**config.mk**
```make
export PLATFORM = sky130hd
export DESIGN_NAME = uart_frame_echo_flat
export DESIGN_NICKNAME = d
export VERILOG_FILES = /design/src/rtl/uart_frame_echo_if.sv /design/src/rtl/uart_frame_echo.sv /design/src/flat_wrapper.sv
export SDC_FILE = /design/constraint.sdc
export NUM_CORES = 1
export LEC_CHECK = 0
export CORE_MARGIN = 2
export CORE_UTILIZATION = 62
export DETAILED_ROUTE_END_ITERATION = 8
export GPL_TIMING_DRIVEN = 0
export HOLD_SLACK_MARGIN = 0.03
export PLACE_DENSITY = 0.79
export SYNTH_ARGS = -nofsm -noshare
export SYNTH_HDL_FRONTEND = slang
export SYNTH_SLANG_ARGS = --single-unit
```
**constraint.sdc**
```tcl
create_clock -name clk -period 2.7 [get_ports clk]
set_input_delay 0.54 -clock clk [delete_from_list [all_inputs] [get_ports clk]]
set_output_delay 0.54 -clock clk [all_outputs]
set_load 0.02 [all_outputs]
```
**src/rtl/uart_frame_echo_if.sv**
```systemverilog
// Port bundle between the echo controller and one uartrx/uarttx pair.
// rx_valid is a one-cycle strobe with no back-pressure. tx_en is raised only while
// tx_idle is high. tx_data is valid with tx_en and holds until the next strobe.
interface uart_frame_echo_if #(
   parameter int DATA_W = 8
);
   logic [DATA_W-1:0] rx_data;
   logic              rx_valid;
   logic              tx_idle;
   logic [DATA_W-1:0] tx_data;
   logic              tx_en;
   logic              de;

   modport master (
      input  rx_data, rx_valid, tx_idle,
      output tx_data, tx_en, de
   );

   modport slave (
      output rx_data, rx_valid, tx_idle,
      input  tx_data, tx_en, de
   );
endinterface

```
**src/rtl/uart_frame_echo.sv**
```systemverilog
// Buffers one received UART frame and replays it byte by byte, wrapping the echo
// in a half-duplex driver-enable window with guard times on both sides.
module uart_frame_echo #(
   parameter int                DATA_W    = 8,
   parameter int                ADDR_W    = 6,
   parameter logic [DATA_W-1:0] TERM_CHAR = 'h0A,
   parameter bit                USE_TERM  = 1'b1,
   parameter int                IDLE_TO   = 160,
   parameter int                DE_GUARD  = 16
) (
   input  logic                clk,
   input  logic                reset_n,
   uart_frame_echo_if.master   bus,
   output logic                busy,
   output logic                frame_done,
   output logic [ADDR_W:0]     frame_len,
   output logic                overflow,
   output logic                rx_drop,
   output logic [2:0]          state_dbg
);

   localparam int DEPTH = 1 << ADDR_W;
   localparam int IW    = $clog2(IDLE_TO + 1);
   localparam int GW    = $clog2(DE_GUARD + 1);
   localparam logic [ADDR_W:0] PTR_ONE  = (ADDR_W+1)'(1);
   localparam logic [IW-1:0]   IDLE_END = IW'(IDLE_TO - 1);
   localparam logic [GW-1:0]   GRD_END  = GW'(DE_GUARD - 1);

   typedef enum logic [2:0] {
      S_RX, S_DE_ON, S_RD, S_STB, S_WBUSY, S_WIDLE, S_DE_OFF
   } state_t;

   state_t            state;
   logic [DATA_W-1:0] mem [DEPTH];
   logic [DATA_W-1:0] rd_data;
   logic [ADDR_W:0]   wptr;
   logic [ADDR_W:0]   rptr;
   logic [IW-1:0]     idle_cnt;
   logic [GW-1:0]     guard_cnt;
   logic              store;
   logic              term_hit;
   logic              timeout_hit;
   logic              wr_en;

   // The top bit of wptr marks a full buffer, so any further byte is dropped.
   always_comb begin
      store       = bus.rx_valid && !wptr[ADDR_W];
      term_hit    = USE_TERM && bus.rx_valid && (bus.rx_data == TERM_CHAR);
      timeout_hit = !bus.rx_valid && (wptr != '0) && (idle_cnt == IDLE_END);
      wr_en       = (state == S_RX) && store;
   end

   assign state_dbg = state;

   always_ff @(posedge clk) begin
      if (wr_en) mem[wptr[ADDR_W-1:0]] <= bus.rx_data;
   end

   always_ff @(posedge clk) begin
      rd_data <= mem[rptr[ADDR_W-1:0]];
   end

   always_ff @(posedge clk) begin
      if (!reset_n) begin
         state       <= S_RX;
         bus.tx_data <= '0;
         bus.tx_en   <= 1'b0;
         bus.de      <= 1'b0;
         busy        <= 1'b0;
         frame_done  <= 1'b0;
         frame_len   <= '0;
         overflow    <= 1'b0;
         rx_drop     <= 1'b0;
         wptr        <= '0;
         rptr        <= '0;
         idle_cnt    <= '0;
         guard_cnt   <= '0;
      end else begin
         bus.tx_en  <= 1'b0;
         frame_done <= 1'b0;
         rx_drop    <= bus.rx_valid && (state != S_RX);
         case (state)
            S_RX: begin
               if (bus.rx_valid) begin
                  idle_cnt <= '0;
                  if (store) begin
                     wptr <= wptr + PTR_ONE;
                     if (wptr == '0) overflow <= 1'b0;
                  end else begin
                     overflow <= 1'b1;
                  end
               end else if ((wptr != '0) && (idle_cnt != '1)) begin
                  idle_cnt <= idle_cnt + IW'(1);
               end
               if (term_hit || timeout_hit) begin
                  frame_len <= store ? (wptr + PTR_ONE) : wptr;
                  busy      <= 1'b1;
                  bus.de    <= 1'b1;
                  guard_cnt <= '0;
                  state     <= S_DE_ON;
               end
            end
            S_DE_ON: begin
               if (guard_cnt == GRD_END) begin
                  rptr  <= '0;
                  state <= S_RD;
               end else begin
                  guard_cnt <= guard_cnt + GW'(1);
               end
            end
            S_RD: state <= S_STB;
            S_STB: begin
               // RAM output is loaded every waiting cycle so tx_data is valid with tx_en.
               bus.tx_data <= rd_data;
               if (bus.tx_idle) begin
                  bus.tx_en <= 1'b1;
                  state     <= S_WBUSY;
               end
            end
            S_WBUSY: if (!bus.tx_idle) state <= S_WIDLE;
            S_WIDLE: begin
               if (bus.tx_idle) begin
                  rptr      <= rptr + PTR_ONE;
                  guard_cnt <= '0;
                  state     <= (rptr == frame_len - PTR_ONE) ? S_DE_OFF : S_RD;
               end
            end
            S_DE_OFF: begin
               if (guard_cnt == GRD_END) begin
                  bus.de     <= 1'b0;
                  frame_done <= 1'b1;
                  busy       <= 1'b0;
                  wptr       <= '0;
                  rptr       <= '0;
                  idle_cnt   <= '0;
                  state      <= S_RX;
               end else begin
                  guard_cnt <= guard_cnt + GW'(1);
               end
            end
            default: state <= S_RX;
         endcase
      end
   end

endmodule

```
**src/flat_wrapper.sv**
```systemverilog
// flat-port wrapper written by rule: the top's interface ports become plain ports
module uart_frame_echo_flat 
#(
   parameter int                DATA_W    = 8,
   parameter int                ADDR_W    = 6,
   parameter logic [DATA_W-1:0] TERM_CHAR = 'h0A,
   parameter bit                USE_TERM  = 1'b1,
   parameter int                IDLE_TO   = 160,
   parameter int                DE_GUARD  = 16
)
  (clk, reset_n, busy, frame_done, frame_len, overflow, rx_drop, state_dbg, bus_rx_data, bus_rx_valid, bus_tx_idle, bus_tx_data, bus_tx_en, bus_de);
  uart_frame_echo_if #(.DATA_W(DATA_W)) bus_i ();
  input  logic clk;
  input  logic reset_n;
  output logic busy;
  output logic frame_done;
  output logic [ADDR_W:0] frame_len;
  output logic overflow;
  output logic rx_drop;
  output logic [2:0] state_dbg;
  input wire logic [$bits(bus_i.rx_data)-1:0] bus_rx_data;
  input wire logic [$bits(bus_i.rx_valid)-1:0] bus_rx_valid;
  input wire logic [$bits(bus_i.tx_idle)-1:0] bus_tx_idle;
  output wire logic [$bits(bus_i.tx_data)-1:0] bus_tx_data;
  output wire logic [$bits(bus_i.tx_en)-1:0] bus_tx_en;
  output wire logic [$bits(bus_i.de)-1:0] bus_de;
  assign bus_i.rx_data = bus_rx_data;
  assign bus_i.rx_valid = bus_rx_valid;
  assign bus_i.tx_idle = bus_tx_idle;
  assign bus_tx_data = bus_i.tx_data;
  assign bus_tx_en = bus_i.tx_en;
  assign bus_de = bus_i.de;
  uart_frame_echo #(.DATA_W(DATA_W), .ADDR_W(ADDR_W), .TERM_CHAR(TERM_CHAR), .USE_TERM(USE_TERM), .IDLE_TO(IDLE_TO), .DE_GUARD(DE_GUARD)) u_core (.clk(clk), .reset_n(reset_n), .bus(bus_i), .busy(busy), .frame_done(frame_done), .frame_len(frame_len), .overflow(overflow), .rx_drop(rx_drop), .state_dbg(state_dbg));
endmodule
```
; Word-level counts from Yosys, hierarchy flattened
; Memory sizes are Yosys's and may differ from the RTL's. A register that Yosys moved wholly into a read port is not among the register bits.
; Cells that the tools add are included.
[op_classes]
addsub = 5
eq_ne = 22
muxes = 31
n_reduce_logical = 28
[ops]
columns = cell, count
row1 = two-way mux 7 bit, 4
row2 = case mux 7 bit (2 select lines), 2
row3 = two-way mux 8 bit, 3
row4 = two-way mux 3 bit, 7
row5 = case mux 3 bit (7 select lines), 1
row6 = case mux 8 bit (2 select lines), 1
row7 = two-way mux 5 bit, 3
row8 = case mux 5 bit (3 select lines), 1
row9 = AND reduction 3 bit, 5
row10 = adder 7 x 1 -> 7 bit (second input constant), 2
row11 = != test 2 bit (second input constant), 7
row12 = == test 3 bit (second input constant), 3
row13 = adder 8 x 1 -> 8 bit (second input constant), 1
row14 = == test 8 x 4 -> 1 bit (second input constant), 1
row15 = == test 8 bit (second input constant), 1
row16 = two-way mux 1 bit, 8
row17 = != test 8 bit (second input constant), 1
row18 = == test 7 bit, 1
row19 = logical AND 1 bit, 7
row20 = logical NOT 7 bit, 1
row21 = nonzero test 7 bit, 1
row22 = subtractor 7 x 1 -> 7 bit (second input constant), 1
row23 = == test 3 x 2 -> 1 bit (second input constant), 2
row24 = != test 2 x 1 -> 1 bit (second input constant), 3
row25 = 14 further kinds, 19
[totals]
reg_bits = 50
mem_bits_rw = 512
input_bits = 12
out_inout_bits = 24
elab_cells = 99
n_memories = 1
[memory_table]
columns = memory, words, width, rd, rd_clocked_by_memory_dff, wr, line_no
row1 = u_core.mem, 64, 8, 1, 1, 1, uart_frame_echo.sv:34  ; logic [DATA_W-1:0] mem [DEPTH];

; Longest topological paths before layout
[logic_depth]
depth_word = 6
depth_mapped = 9
ltp_nobuf = 8

; Worst setup path before layout
; No wires, ideal clock.
[synth_path]
kind = reg-to-reg
startpoint = register u_core.state[2] (netlist: u_core.state_dbg[2])
endpoint = memory u_core.mem[62][0] (enable)
setup_ps = 371
t_arrival_ps = 2104
t_required_ps = 2329
slack_ps = 226
stages_incl_launch_ff = 7
n_path_buf = 1
period_less_slack_ps = 2474
path_cell_list = dfxtp_1 > clkbuf_1 > nor3_4 > nand2_1 > nor3_1 > nand3_1 > nor2_1
[synth_via]
elab_chain_len = 4
[synth_rtl]
columns = item, line_no
row1 = "start, declared", uart_frame_echo.sv:33  ; state_t state;
row2 = "start signal, assigned", uart_frame_echo.sv:125  ; state <= (rptr == frame_len - PTR_ONE) ? S_DE_OFF : S_RD;
row3 = logical NOT 3 bit, uart_frame_echo.sv:50  ; wr_en = (state == S_RX) && store;
row4 = logical AND 1 bit, uart_frame_echo.sv:50
row5 = two-way mux 1 bit, uart_frame_echo.sv:56  ; if (wr_en) mem[wptr[ADDR_W-1:0]] <= bus.rx_data;
row6 = two-way mux 1 bit (implied by the code), uart_frame_echo.sv:56
row7 = "end, declared", uart_frame_echo.sv:34
; No other way between the ends.

==> reports/metrics.cfg <==
[critical_path]
r2r_slack_ns=-0.06
end_kind=register
crit_path_max_fanout=10
critPathArrivalTime_ns=3.20
crit_path_start_kind=register
worstPathRequired_ns=3.14
critPathKind=register to register

[finish]
drive_above_1_share_pct=27.3
fin_nets=1408
layout_common_cells=edfxtp_1 (512), mux4_2 (119), nor2_4 (64)
layout_commonest_cell=edfxtp_1
utilization_pct=74.3
diodes=0
fillers=1905
synthToLayoutAreaGrowth_pct=17.6

[sta]
setup_slack_ns=-0.0604
rsz0062_at_grt=true
worstMarginPinSlew_ns=1.15
period_share_pct=102
slew_viol_final=0
hold_violations=0
fin_worst_skew_ns=0.0198
clock.fmax_mhz=362
maxSlewHeadroom_pct=22.5
layout_min_cycle_time_ns=2.76
setup_violations=5
finalHoldWorstSlack_ns=0.344

[clocking]
numClockSinks=570
cts_max_level=2
cts_buffer_depth=3
clk_pin_slew_ns=0.06
cts_tree=yes
cts-root-buf=clkbuf_16
cts_hold_buf=0
cts_buffers=53
clock_latency_ns=0.59

[synthesis]
yosysWarnings=0
synth_edf_count=512
synthesis.nets=1276
synth.distinct_cells=62
synth_seq_cells=570
avgSynthCellArea_um2=17.9
syn_area_mm2=0.0225
async_flop_share_pct=0
synthFlopType=edfxtp_1
synth_seq_area_share_pct=73.3
synthCells=1257

[grt]
grt_pass1_vias=13200
grt_usage_pct=31.6
antenna_found_initial=0
grt_pass1_wl_mm=86.0
grt_overflow=0
grt_max_degree=61

[power_and_ir_drop]
p_per_area_mw_per_mm2=650
p_leak_nw=8.15
ir_drop_v=0.000531

[placement]
gp_congestion=0.907
dp_hpwl_mm=35.9
port_buffers=35

[floorplan]
core_mm2=0.0357
die_x_um=195
rows=69
ioPinCount=36
die_area_mm2=0.0379
start_util_pct=63.2
die_y_um=195

[drt]
avgRoutedWirePerCell_um=31.2
routed-via-count=13400
route.detailed.drc=0
antenna_left=0
first_pass_iters=5
drt_wl_total_mm=58.9
dr.first_iter.drc_count=2057
viasPerCell=7.07

[flow_run]
max_cap_viol_count=0

[outcome]
status=complete, but fails checks
violations=setup timing

[min_path]
min_path_type=input port to register

==> Yosys cell counts (10+ instances only) <==
library cell	count	area [µm²]
a21oi_1	46	230
a22o_1	12	105
a22oi_1	27	203
buf_2	18	90.1
clkbuf_1	41	154
dfxtp_1	58	1160
edfxtp_1	512	15400
inv_1	12	45.0
mux2i_1	20	200
mux4_2	119	2680
nand2_1	64	240
nand3_1	26	130
nor2_1	91	342
nor3_1	12	60.1
o21ai_0	28	140
or3_1	15	93.8
xnor2_1	10	87.6
==> cells by family after synthesis <==
group | share of synthesized area (%)
flip-flops | 73.3
AND/OR/NAND/NOR | 5.57
AO/OA/AOI/OAI | 5.19
multiplexers | 13.2
buffers and inverters | 1.67
XOR/XNOR | 0.660
adder cells (fa/ha/maj) | 0.388
==> metrics by stage <==
stage	area, µm²	power, W	setup TNS (ns)	setup WS (ns)	cells
final	26500	0.0172	-0.257	-0.0604	1891
after floorplan	22500	0.00991	0	0.226	1257
after global placement	23500	0.0101	-668.11	-1.62	1753
after global routing	26500	0.0176	-0.404	-0.0919	1891
after CTS	26300	0.0172	0	0.0000258	1881
after detailed placement	23600	0.0101	-464.19	-1.14	1761
==> worst max-delay path, stage by stage, from the launching register on <==
cell	delay, ns
dfxtp_1	0.33
clkbuf_1	0.29
clkbuf_4	0.34
clkbuf_2	0.40
mux4_2	0.38
a22o_1	0.29
nor3_1	0.39
o21ai_0	0.19
==> timing repair <==
item	CTS	global route
hold endpoints to repair	0	0
buffers inserted	24	10
pin swaps	15	12
resized for setup	203	33
endpoints found under the setup margin	521	509
==> final cells by class <==
cell class              count  area, µm²  area share (%)
inverters                  13       48.8           0.184
repair buffers             77        926            3.49
well taps                 461        577            2.18
flip-flops and latches    570      16500            62.4
clock buffers              74       1510            5.69
multi-input cells         602       6290            23.7
plain buffers              72        458            1.73
clock inverters            22        168           0.632
==> final timing paths <==
path / startpoint / cells past startpoint / to
max: u_core.rptr[1]$_SDFFE_PN0P_ / 7 / u_core.rd_data[7]$_DFF_P_
max reg2reg: u_core.rptr[1]$_SDFFE_PN0P_ / 7 / u_core.rd_data[7]$_DFF_P_
min: bus_rx_data[6] / 1 / u_core.mem[24][6]$_DFFE_PP_
min reg2reg: u_core.rd_data[2]$_DFF_P_ / 2 / u_core.bus.tx_data[2]$_SDFFE_PN0P_
==> per-layer routing <==
metal | part of all wire, % | track usage, % | vias to the layer above
met5 | 0.093 | 0 | -
met4 | 4.8 | 14.6 | 2
met3 | 13 | 6.96 | 218
met2 | 48 | 49.6 | 1133
met1 | 35 | 43.2 | 6655
li1 | - | - | 5364
==> sequential cells by signal (all words and copies together), names as in the netlist <==
signal	count
u_core.mem	512
u_core.bus.tx_data	8
u_core.overflow	1
u_core.state_dbg	3
u_core.bus.tx_en	1
u_core.frame_len	7
u_core.rd_data	8
u_core.rx_drop	1
u_core.bus.de	1
u_core.rptr	7
u_core.idle_cnt	8
u_core.wptr	7
u_core.guard_cnt	5
u_core.frame_done	1
==> report_power, final <==
group | leakage (nW) | switching [W] | total [W] | internal [W]
clock network | 0.824 | 0.00317 | 0.00725 | 0.00408
registers | 5.08 | 0.0000140 | 0.00964 | 0.00962
logic | 2.25 | 0.000254 | 0.000344 | 0.0000904
Power figures use the tool's default switching activity.
